### config.mk
export PLATFORM = sky130hd
export DESIGN_NAME = processors_result_collector
export DESIGN_NICKNAME = d
export VERILOG_FILES = /design/src/rtl/processors_result_collector_pkg.sv /design/src/rtl/processors_result_collector_result_skid_mux.sv /design/src/rtl/processors_result_collector.sv
export SDC_FILE = /design/constraint.sdc
export NUM_CORES = 1
export LEC_CHECK = 0
export ABC_CLOCK_PERIOD_IN_PS = 2210
export CELL_PAD_IN_SITES_DETAIL_PLACEMENT = 1
export CELL_PAD_IN_SITES_GLOBAL_PLACEMENT = 1
export CORE_MARGIN = 2
export CORE_UTILIZATION = 38
export CTS_BUF_LIST = sky130_fd_sc_hd__clkbuf_8 sky130_fd_sc_hd__clkbuf_16
export DETAILED_ROUTE_END_ITERATION = 6
export GPL_TIMING_DRIVEN = 0
export PLACE_DENSITY = 0.85
export SYNTH_ARGS = -nofsm -noshare
export SYNTH_HDL_FRONTEND = slang
export SYNTH_HIERARCHICAL = 1
export SYNTH_SLANG_ARGS = --single-unit
### constraint.sdc
create_clock -name clk -period 2.21 [get_ports clk]
set_input_delay 0.221 -clock clk [delete_from_list [all_inputs] [get_ports clk]]
set_output_delay 0.221 -clock clk [all_outputs]
set_load 0.05 [all_outputs]
### src/rtl/processors_result_collector_pkg.sv
// Shared definitions for the processor array, its controller and the result collector.
// Holds the array geometry, the per-pass result bundle type and the collector states.
package processors_result_collector_pkg;

   localparam int unsigned RESULT_WORD_LENGHT = 16;
   localparam int unsigned NUM_PROCESSORS     = 4;

   // Element k holds the result of processor k+1.
   typedef logic [NUM_PROCESSORS-1:0][RESULT_WORD_LENGHT-1:0] processor_result_t;

   typedef enum logic [1:0] {
      IDLE     = 2'd0,
      WAIT_CAP = 2'd1,
      DRAIN    = 2'd2,
      DONE     = 2'd3
   } collector_state_e;

endpackage

### src/rtl/processors_result_collector_result_skid_mux.sv
// Per-pass result buffer plus the registered index mux that presents one word at a time.
// The output register is loaded directly from the incoming bundle on capture.
module result_skid_mux #(
   parameter int unsigned WORD_LENGHT = 16,
   parameter int unsigned NUM_PROC    = 4,
   localparam int unsigned IDX_W      = (NUM_PROC > 1) ? $clog2(NUM_PROC) : 1
) (
   input  logic                                 clk,
   input  logic                                 reset,
   input  logic                                 load,
   input  logic [NUM_PROC-1:0][WORD_LENGHT-1:0] load_data,
   input  logic                                 advance,
   input  logic [IDX_W-1:0]                     sel,
   output logic [WORD_LENGHT-1:0]               out_data
);

   logic [NUM_PROC-1:0][WORD_LENGHT-1:0] buf_q;
   logic [WORD_LENGHT-1:0]               out_q;

   always_ff @(posedge clk) begin
      if (reset) begin
         buf_q <= '0;
         out_q <= '0;
      end else if (load) begin
         buf_q <= load_data;
         out_q <= load_data[0];
      end else if (advance) begin
         out_q <= buf_q[sel];
      end
   end

   assign out_data = out_q;

endmodule

### src/rtl/processors_result_collector.sv
// Latches each processor-array result bundle and drains the valid row results over a
// valid/ready stream, tracking outstanding rows and pulsing done at job end.
module processors_result_collector
   import processors_result_collector_pkg::*;
#(
   parameter int unsigned WORD_LENGHT = RESULT_WORD_LENGHT,
   parameter int unsigned NUM_PROC    = NUM_PROCESSORS
) (
   input  logic                                 clk,
   input  logic                                 reset,
   input  logic                                 start,
   input  logic [3:0]                           N,
   input  logic                                 capture,
   input  logic [NUM_PROC-1:0][WORD_LENGHT-1:0] result,
   output logic [WORD_LENGHT-1:0]               out_data,
   output logic                                 out_valid,
   input  logic                                 out_ready,
   output logic                                 busy,
   output logic                                 done,
   output logic                                 overrun
);

   localparam int unsigned     IDX_W     = (NUM_PROC > 1) ? $clog2(NUM_PROC) : 1;
   localparam logic [IDX_W-1:0] LAST_FULL = IDX_W'(NUM_PROC - 1);

   collector_state_e state_q, state_d;
   logic [3:0]       remaining_q, remaining_d;
   logic [IDX_W-1:0] idx_q, idx_d;
   logic [IDX_W-1:0] last_q, last_d;
   logic             out_valid_q, out_valid_d;
   logic             overrun_q, overrun_d;
   logic             handshake;
   logic             load;
   logic             advance;
   logic [IDX_W-1:0] next_idx;

   assign handshake = out_valid_q & out_ready;
   assign next_idx  = idx_q + 1'b1;

   always_comb begin
      state_d     = state_q;
      remaining_d = remaining_q;
      idx_d       = idx_q;
      last_d      = last_q;
      out_valid_d = out_valid_q;
      overrun_d   = overrun_q;
      load        = 1'b0;
      advance     = 1'b0;

      // A capture is only expected in WAIT_CAP; an idle array may still pulse it harmlessly.
      if (capture && (state_q != WAIT_CAP) && (state_q != IDLE)) begin
         overrun_d = 1'b1;
      end

      unique case (state_q)
         IDLE: begin
            if (start) begin
               remaining_d = N;
               overrun_d   = 1'b0;
               state_d     = (N == 4'd0) ? DONE : WAIT_CAP;
            end
         end
         WAIT_CAP: begin
            if (capture) begin
               load        = 1'b1;
               idx_d       = '0;
               out_valid_d = 1'b1;
               state_d     = DRAIN;
               if (int'(remaining_q) >= int'(NUM_PROC)) begin
                  last_d = LAST_FULL;
               end else begin
                  last_d = IDX_W'(remaining_q - 4'd1);
               end
            end
         end
         DRAIN: begin
            if (handshake) begin
               remaining_d = remaining_q - 4'd1;
               idx_d       = next_idx;
               if (idx_q == last_q) begin
                  out_valid_d = 1'b0;
                  state_d     = (remaining_q == 4'd1) ? DONE : WAIT_CAP;
               end else begin
                  advance = 1'b1;
               end
            end
         end
         DONE: begin
            state_d = IDLE;
         end
         default: begin
            state_d = IDLE;
         end
      endcase
   end

   always_ff @(posedge clk) begin
      if (reset) begin
         state_q     <= IDLE;
         remaining_q <= '0;
         idx_q       <= '0;
         last_q      <= '0;
         out_valid_q <= 1'b0;
         overrun_q   <= 1'b0;
      end else begin
         state_q     <= state_d;
         remaining_q <= remaining_d;
         idx_q       <= idx_d;
         last_q      <= last_d;
         out_valid_q <= out_valid_d;
         overrun_q   <= overrun_d;
      end
   end

   result_skid_mux #(
      .WORD_LENGHT (WORD_LENGHT),
      .NUM_PROC    (NUM_PROC)
   ) u_skid_mux (
      .clk       (clk),
      .reset     (reset),
      .load      (load),
      .load_data (result),
      .advance   (advance),
      .sel       (next_idx),
      .out_data  (out_data)
   );

   assign out_valid = out_valid_q;
   assign busy      = (state_q != IDLE);
   assign done      = (state_q == DONE);
   assign overrun   = overrun_q;

endmodule

==> run metrics, run 1 <==
first-pass GRT wire length 19.6 mm; CP max stage delay 490 ps; PnR worst setup slack 162 ps; Main synth FF type dfxtp_1; clock buffer depth 2; I/O Pins 93; routed len/inst 17.7 µm; fillcell total 1245; Final Critical Period 2050 ps; reg2reg path depth 8; Final Util 0.511; Leakage 1.96 nW; area share of and/or/nand/nor cells after synthesis 0.117; Final setup violation count 0; Die ar. 11900 µm²; WP data arrival 1830 ps; slowest cell on the critical path clkdlybuf4s15_1; synth top area cells dfxtp_1 44%, mux2i_1 23%, nor2_1 7.8%; Max Fclk 488 MHz; Switching Fraction 0.273; largest net degree at the start of global routing 15; sw power 0.00104 W; overall routed net length 12.3 mm; number of global-route vias before repair 3962; proportion of synthesized area in mux cells 0.229; Syn Nets 524; number of vias per cell 5.23; Netlist Area Pre-Place 4200 µm²; First-pass DRT Iterations 4; share of the synthesized area in the top cell type 0.439; CP Class reg -> out; Post-Place Cells 681; CTS tree yes; All-Layer GR Usage 0.218; global route overflow 0; Post-Route Skew 8.92 ps; Final #Nets 627; die height 109 µm; CP endpoint kind primary output; clock latency on the worst-skew pair 370 ps; ys async rst share 0; Worst-path clk slew 90 ps; Synth Register Bits 92; Hold WS 459 ps; Fin. Hold Viols 0; total CTS buffers 9; Die W 109 µm; sequential-to-total area share from yosys stat 0.439; YS warnings 6; Hold Crit Class in -> reg; Clock Sink Count 92; fin cells 696; largest family of logic cells by synthesized area multiplexers; Clock H-tree levels 3; Peak VDD IR 0.302 mV; post-synthesis adder-cell area fraction 0.00596; Post-synth EDFFs 0; CP max FO 10; Hold Path Depth 3; Cell Int Power 0.00275 W; part of the power in registers 0.479; Avg Inst Size Synth 9.35 µm²; IO buf count 92; Critical Path, Cell by Cell buf_1, and2_1, clkdlybuf4s15_1; Synth Area in XOR/XNOR 0.00626; clock network power share 0.327; detailed placement HPWL 9.31 mm; # DRC 0; worst path required time 1990 ps; DR iter-0 viols 117; Placer Congestion 0.821; # diodes 0; # rows 38; Synth area leader dfxtp_1; DRT antenna net count 0; routed vias 3642; synthesized instance count 449; layout cell share with drive strength beyond 1 0.0683; pre-CTS setup slack -94.2 ps; number of setup buffers added after CTS 0; part of the power in combinational logic 0.193; fin crit share 0.927; Std-Cell Core Area 10800 µm²; Netlist cell types 45; outcome complete, no violations; initial antenna violation count 0; CP startpoint kind flop; Initial Util 0.389; post-synthesis compound-gate area fraction 0.120; Pwr Density 688 nW/µm²; total of max-cap violations 0; unrepaired setup endpoints after global routing false; Slew HR 0.573; Slew Viols, Final 0; Hold-fix buffers, CTS 0; worst slew pin tran 640 ps; CTS root buffer clkbuf_8; Area growth, synth to finish 31.2%
==> registers in the layout, indices dropped and copies added, names as in the netlist <==
signal               flops
state_q                  2
last_q                   2
u_skid_mux/buf_q        64
remaining_q              4
u_skid_mux/out_data     16
idx_q                    2
overrun                  1
out_valid                1
==> layout make-up <==
class,instances,area [µm²],share of cell area
multi-input cells,286,2010,0.364
repair buffers,92,921,0.167
well taps,140,175,0.0318
inverters,38,143,0.0259
flip-flops and latches,92,1840,0.334
clock buffers,10,138,0.0250
clock inverters,5,77.6,0.0141
plain buffers,33,206,0.0375
==> kinds of logic (layout without fill, tap and decap cells) <==
group | Yosys count | count (layout)
and+or+nand+nor | 112 | 112
xor gates and xnor gates | 3 | 3
muxes | 96 | 96
DFF | 92 | 92
adders and majority gates | 2 | 2
AOI/OAI and AO/OA | 73 | 73
buffers and inverters | 71 | 178
==> stage by stage <==
stage	setup TNS, ps	total power [W]	cell area, µm²
floorplan	0	0.00227	4200
global placement	0	0.00255	5300
detailed placement	-424	0.00258	5300
CTS	0	0.00381	5510
global route	0	0.00394	5510
finish	0	0.00379	5510
==> per-layer routing <==
layer / routed length, µm / global-route usage / vias to the layer above
met5: 0 / 0 / -
met4: 333 / 0.104 / 0
met3: 496 / 0.0293 / 24
met2: 5940 / 0.371 / 99
met1: 5570 / 0.270 / 1771
li1: - / - / 1748
==> worst max-delay path, delay by kind of cell (launching register included) <==
family,cells,cell delay (ps)
buffers and inverters,2,840
flip-flops,1,420
AND/OR/NAND/NOR,1,190
==> final timing paths <==
| check | from | end | slack [ps] |
|---|---|---|---|
| max | state_q[0] | done | 160 |
| min | result[58] | u_skid_mux/buf_q[58] | 460 |
| max reg2reg | state_q[1] | u_skid_mux/out_data[14] | 180 |
| min reg2reg | u_skid_mux/buf_q[31] | u_skid_mux/buf_q[31] | 500 |
==> cells in the mapped netlist (2+ instances only) <==
library cell,instances
mux2i_1,96
xor2_1,3
o21ai_0,4
buf_8,2
clkbuf_1,11
clkbuf_2,2
a2bb2oi_1,2
buf_6,3
dfxtp_1,92
nand4b_1,2
buf_2,7
a21oi_1,19
nor3b_1,3
o31a_1,16
a221oi_1,2
a211oi_1,2
ha_1,2
or4_1,2
nand2_1,4
buf_4,7
nor2_1,87
nor3_1,2
o32ai_1,2
a311oi_1,2
nand2b_1,2
o22ai_1,17
inv_1,38
==> power groups by stage <==
stage	clock network [W]	logic [W]	registers [W]
detailed placement	0	0.000725	0.00186
global route	0.00133	0.000788	0.00183
global placement	0	0.000704	0.00185
finish	0.00124	0.000733	0.00182
floorplan	0	0.000353	0.00192
CTS	0.00126	0.000734	0.00182
==> placed cells by master, fill, tap and decap left out, types with 2 or more instances in the layout <==
cell	synthesis	final
clkbuf_8	0	10
o22ai_1	17	17
clkdlybuf4s50_1	0	91
nand2_1	4	4
o31a_1	16	16
buf_1	1	2
o21ai_0	4	4
ha_1	2	2
a221oi_1	2	2
xor2_1	3	3
a211oi_1	2	2
dfxtp_1	92	92
a311oi_1	2	2
nor3_1	2	2
buf_6	3	3
nor3b_1	3	3
clkbuf_2	2	2
inv_1	38	39
bufinv_16	0	2
nor2_1	87	87
nand2b_1	2	2
buf_2	7	7
a21oi_1	19	19
o32ai_1	2	2
nand4b_1	2	2
mux2i_1	96	96
or4_1	2	2
buf_4	7	7
a2bb2oi_1	2	2
clkbuf_1	11	10
buf_8	2	2
==> timing repair <==
| item | in CTS | in global routing |
|---|---|---|
| endpoints found under the setup margin | 1 | 1 |
| gates resized for setup | 1 | 2 |
| pin swaps | 0 | 0 |
No activity file was read; power rests on OpenSTA's default activity.
==> run 2: changes to the inputs <==
--- a/config.mk
+++ b/config.mk
@@ -8,9 +8,9 @@
 export ABC_CLOCK_PERIOD_IN_PS = 2210
 export CELL_PAD_IN_SITES_DETAIL_PLACEMENT = 1
 export CELL_PAD_IN_SITES_GLOBAL_PLACEMENT = 1
-export CORE_MARGIN = 2
 export CORE_UTILIZATION = 38
 export CTS_BUF_LIST = sky130_fd_sc_hd__clkbuf_8 sky130_fd_sc_hd__clkbuf_16
+export CTS_CLUSTER_SIZE = 10
 export DETAILED_ROUTE_END_ITERATION = 6
 export GPL_TIMING_DRIVEN = 0
 export PLACE_DENSITY = 0.85
==> run 2 against run 1 <==
  * Die area is 3.6% lower
  * Clock skew hardly changed
  * Maximum frequency is 0.63% lower
  * Critical path depth stayed put
  * Routed wire length is 3.8% lower
  * Combinational power is 0.8% lower
  * Highest routed layer unchanged
  * First-iteration DRC count is 29% lower
  * Sequential power hardly changed
  * Non-clock buffer count stayed put
==> run metrics, run 2 (synthesis gave the netlist of run 1 again) <==
final instance area 5530 µm² (+0.27%); pre-CTS setup slack -65.8 ps (+28.4 ps); sw power 0.00107 W (+3.7%); Switching Fraction 0.279 (+0.00579); Pwr Density 696 nW/µm² (+1.3%); clock latency on the worst-skew pair 370 ps (about the same); Hold Crit Class in -> reg; Max Fclk 485 MHz (-0.63%); Worst-path clk slew 90 ps (about the same); worst slew pin tran 702 ps (+62.2 ps); Top reg by flops u_skid_mux/buf_q; outcome complete, no violations; fillcell total 1241 (-0.32%); Std-Cell Core Area 10800 µm² (unchanged); largest net degree at the start of global routing 17 (+2); # diodes 0 (unchanged); CP endpoint kind primary output; number of vias per cell 5.14 (-1.7%); unrepaired setup endpoints after global routing false; Leakage 1.96 nW (+0.17%); Worst R2R Setup Slack 190 ps (about the same); Slew HR 0.532 (-0.0414); Final Util 0.512 (+0.00139); reg2reg path depth 8 (unchanged); Placer Congestion 0.831 (+1.2%); max reg flops 64 (unchanged); Final Power 0.00385 W (+1.5%); Initial Util 0.389 (unchanged); number of global-route vias before repair 3879 (-2.1%); PnR worst setup slack 149 ps (-12.9 ps); part of the power in registers 0.472 (-0.007); Final Critical Period 2060 ps (+12.9 ps); WP data arrival 1840 ps (about the same); fin crit share 0.932 (+0.00584); IO buf count 92 (unchanged); routed vias 3584 (-1.6%); # rows 38 (unchanged); total of max-cap violations 0 (unchanged); layout cell share with drive strength beyond 1 0.0718 (+0.00347); Post-Route Skew 8.91 ps (-0.00713 ps); CP startpoint kind flop; worst reg2reg path endpoint u_skid_mux/out_data[9]; # DRC 0 (unchanged); Die W 107 µm (-1.8%); CP Class reg -> out; global route overflow 0 (unchanged); Cell Int Power 0.00277 W (+0.72%); initial antenna violation count 0 (unchanged); CP max FO 10 (unchanged); Hold-fix buffers, CTS 0 (unchanged); DRT antenna net count 0 (unchanged); detailed placement HPWL 9.06 mm (-2.6%); worst path required time 1990 ps (about the same); overall routed net length 11.9 mm (-3.8%); CTS tree yes; part of the power in combinational logic 0.189 (-0.004); Critical path origin state_q[0]; Hold WS 467 ps (+8.81 ps); Peak VDD IR 0.337 mV (+11%); First-pass DRT Iterations 6 (+2); DR iter-0 viols 83 (-29%); most common cell after layout, fill and taps aside mux2i_1; Area growth, synth to finish 31.6%; clock buffer depth 2 (unchanged); Fin. Hold Viols 0 (unchanged); Die ar. 11500 µm² (-3.6%); routed len/inst 17.0 µm (-3.9%); dpl cell area 5300 µm² (unchanged); most frequent cells in the layout 96 x mux2i_1, 92 x dfxtp_1, 91 x clkdlybuf4s50_1; Final setup violation count 0 (unchanged); FF-to-FF Start state_q[1]; die height 107 µm (-1.8%); I/O Pins 93 (unchanged); CTS root buffer clkbuf_8; crit path capture done; clock network power share 0.339 (+0.012); Clock Sink Count 92 (unchanged); Clock H-tree levels 3 (unchanged); Final #Nets 627 (unchanged); All-Layer GR Usage 0.220 (+0.00257); total CTS buffers 9 (unchanged); first-pass GRT wire length 19.3 mm (-1.8%); Slew Viols, Final 0 (unchanged)
-- run 2: changes by cell type in the layout (fill, tap and decap cells not counted), sizes merged --
cell           change
buf                -1
clkdlybuf4s15      -1
clkbuf             +1
clkinvlp           +1
dlygate4sd2        +1
clkinv             -1
inv                +1
-- run 2: metrics by stage --
step           instances  TNS, ps
2_1_floorplan        449        0
5_1_grt              697        0
3_5_place_dp         681     -418
6_report             697        0
4_1_cts              697        0
3_3_place_gp         681        0
-- run 2: critical path: stages, from the launching register on --
cell and delay [ps]:
dfxtp_1 410, clkbuf_1 350, and2_1 180, dlygate4sd2_1 520
-- run 2: metal layers --
metal,up-vias,part of all wire,track usage
li1,1753,-,-
met5,-,0,0
met3,13,0.046,0.0450
met1,1724,0.45,0.271
met4,0,0.012,0.0616
met2,94,0.49,0.388
-- run 2: worst min path at each step --
stage,depth (start not counted),to,start,slack [ps]
floorplan,1,out_valid,out_ready,320
global placement,2,u_skid_mux/buf_q[27],u_skid_mux/buf_q[27],470
detailed placement,2,remaining_q[3],remaining_q[3],480
CTS,3,u_skid_mux/buf_q[32],result[32],450
global route,3,u_skid_mux/buf_q[20],result[20],450
finish,3,u_skid_mux/buf_q[22],result[22],470
-- run 2: cell type report --
cell class	instances	area, µm²	area share
Inverter	38	143	0.0258
Clock buffer	10	138	0.0249
Tap cell	140	175	0.0317
Clock inverter	6	93.8	0.0170
Buffer	33	206	0.0374
Timing Repair Buffer	92	920	0.166
Sequential cell	92	1840	0.333
Multi-Input combinational cell	286	2010	0.363
-- run 2: repair_timing --
action                                  4_1_cts  5_1_grt
buffers inserted                              0        0
gates resized for setup                       1        0
endpoints found under the setup margin        1        0
-- run 2: power by group through the flow --
stage	sequential [W]	clock [W]	combinational, W
2_1_floorplan	0.00192	0	0.000353
3_3_place_gp	0.00185	0	0.000704
3_5_place_dp	0.00186	0	0.000724
4_1_cts	0.00182	0.00134	0.000731
5_1_grt	0.00183	0.00140	0.000783
6_report	0.00182	0.00130	0.000727
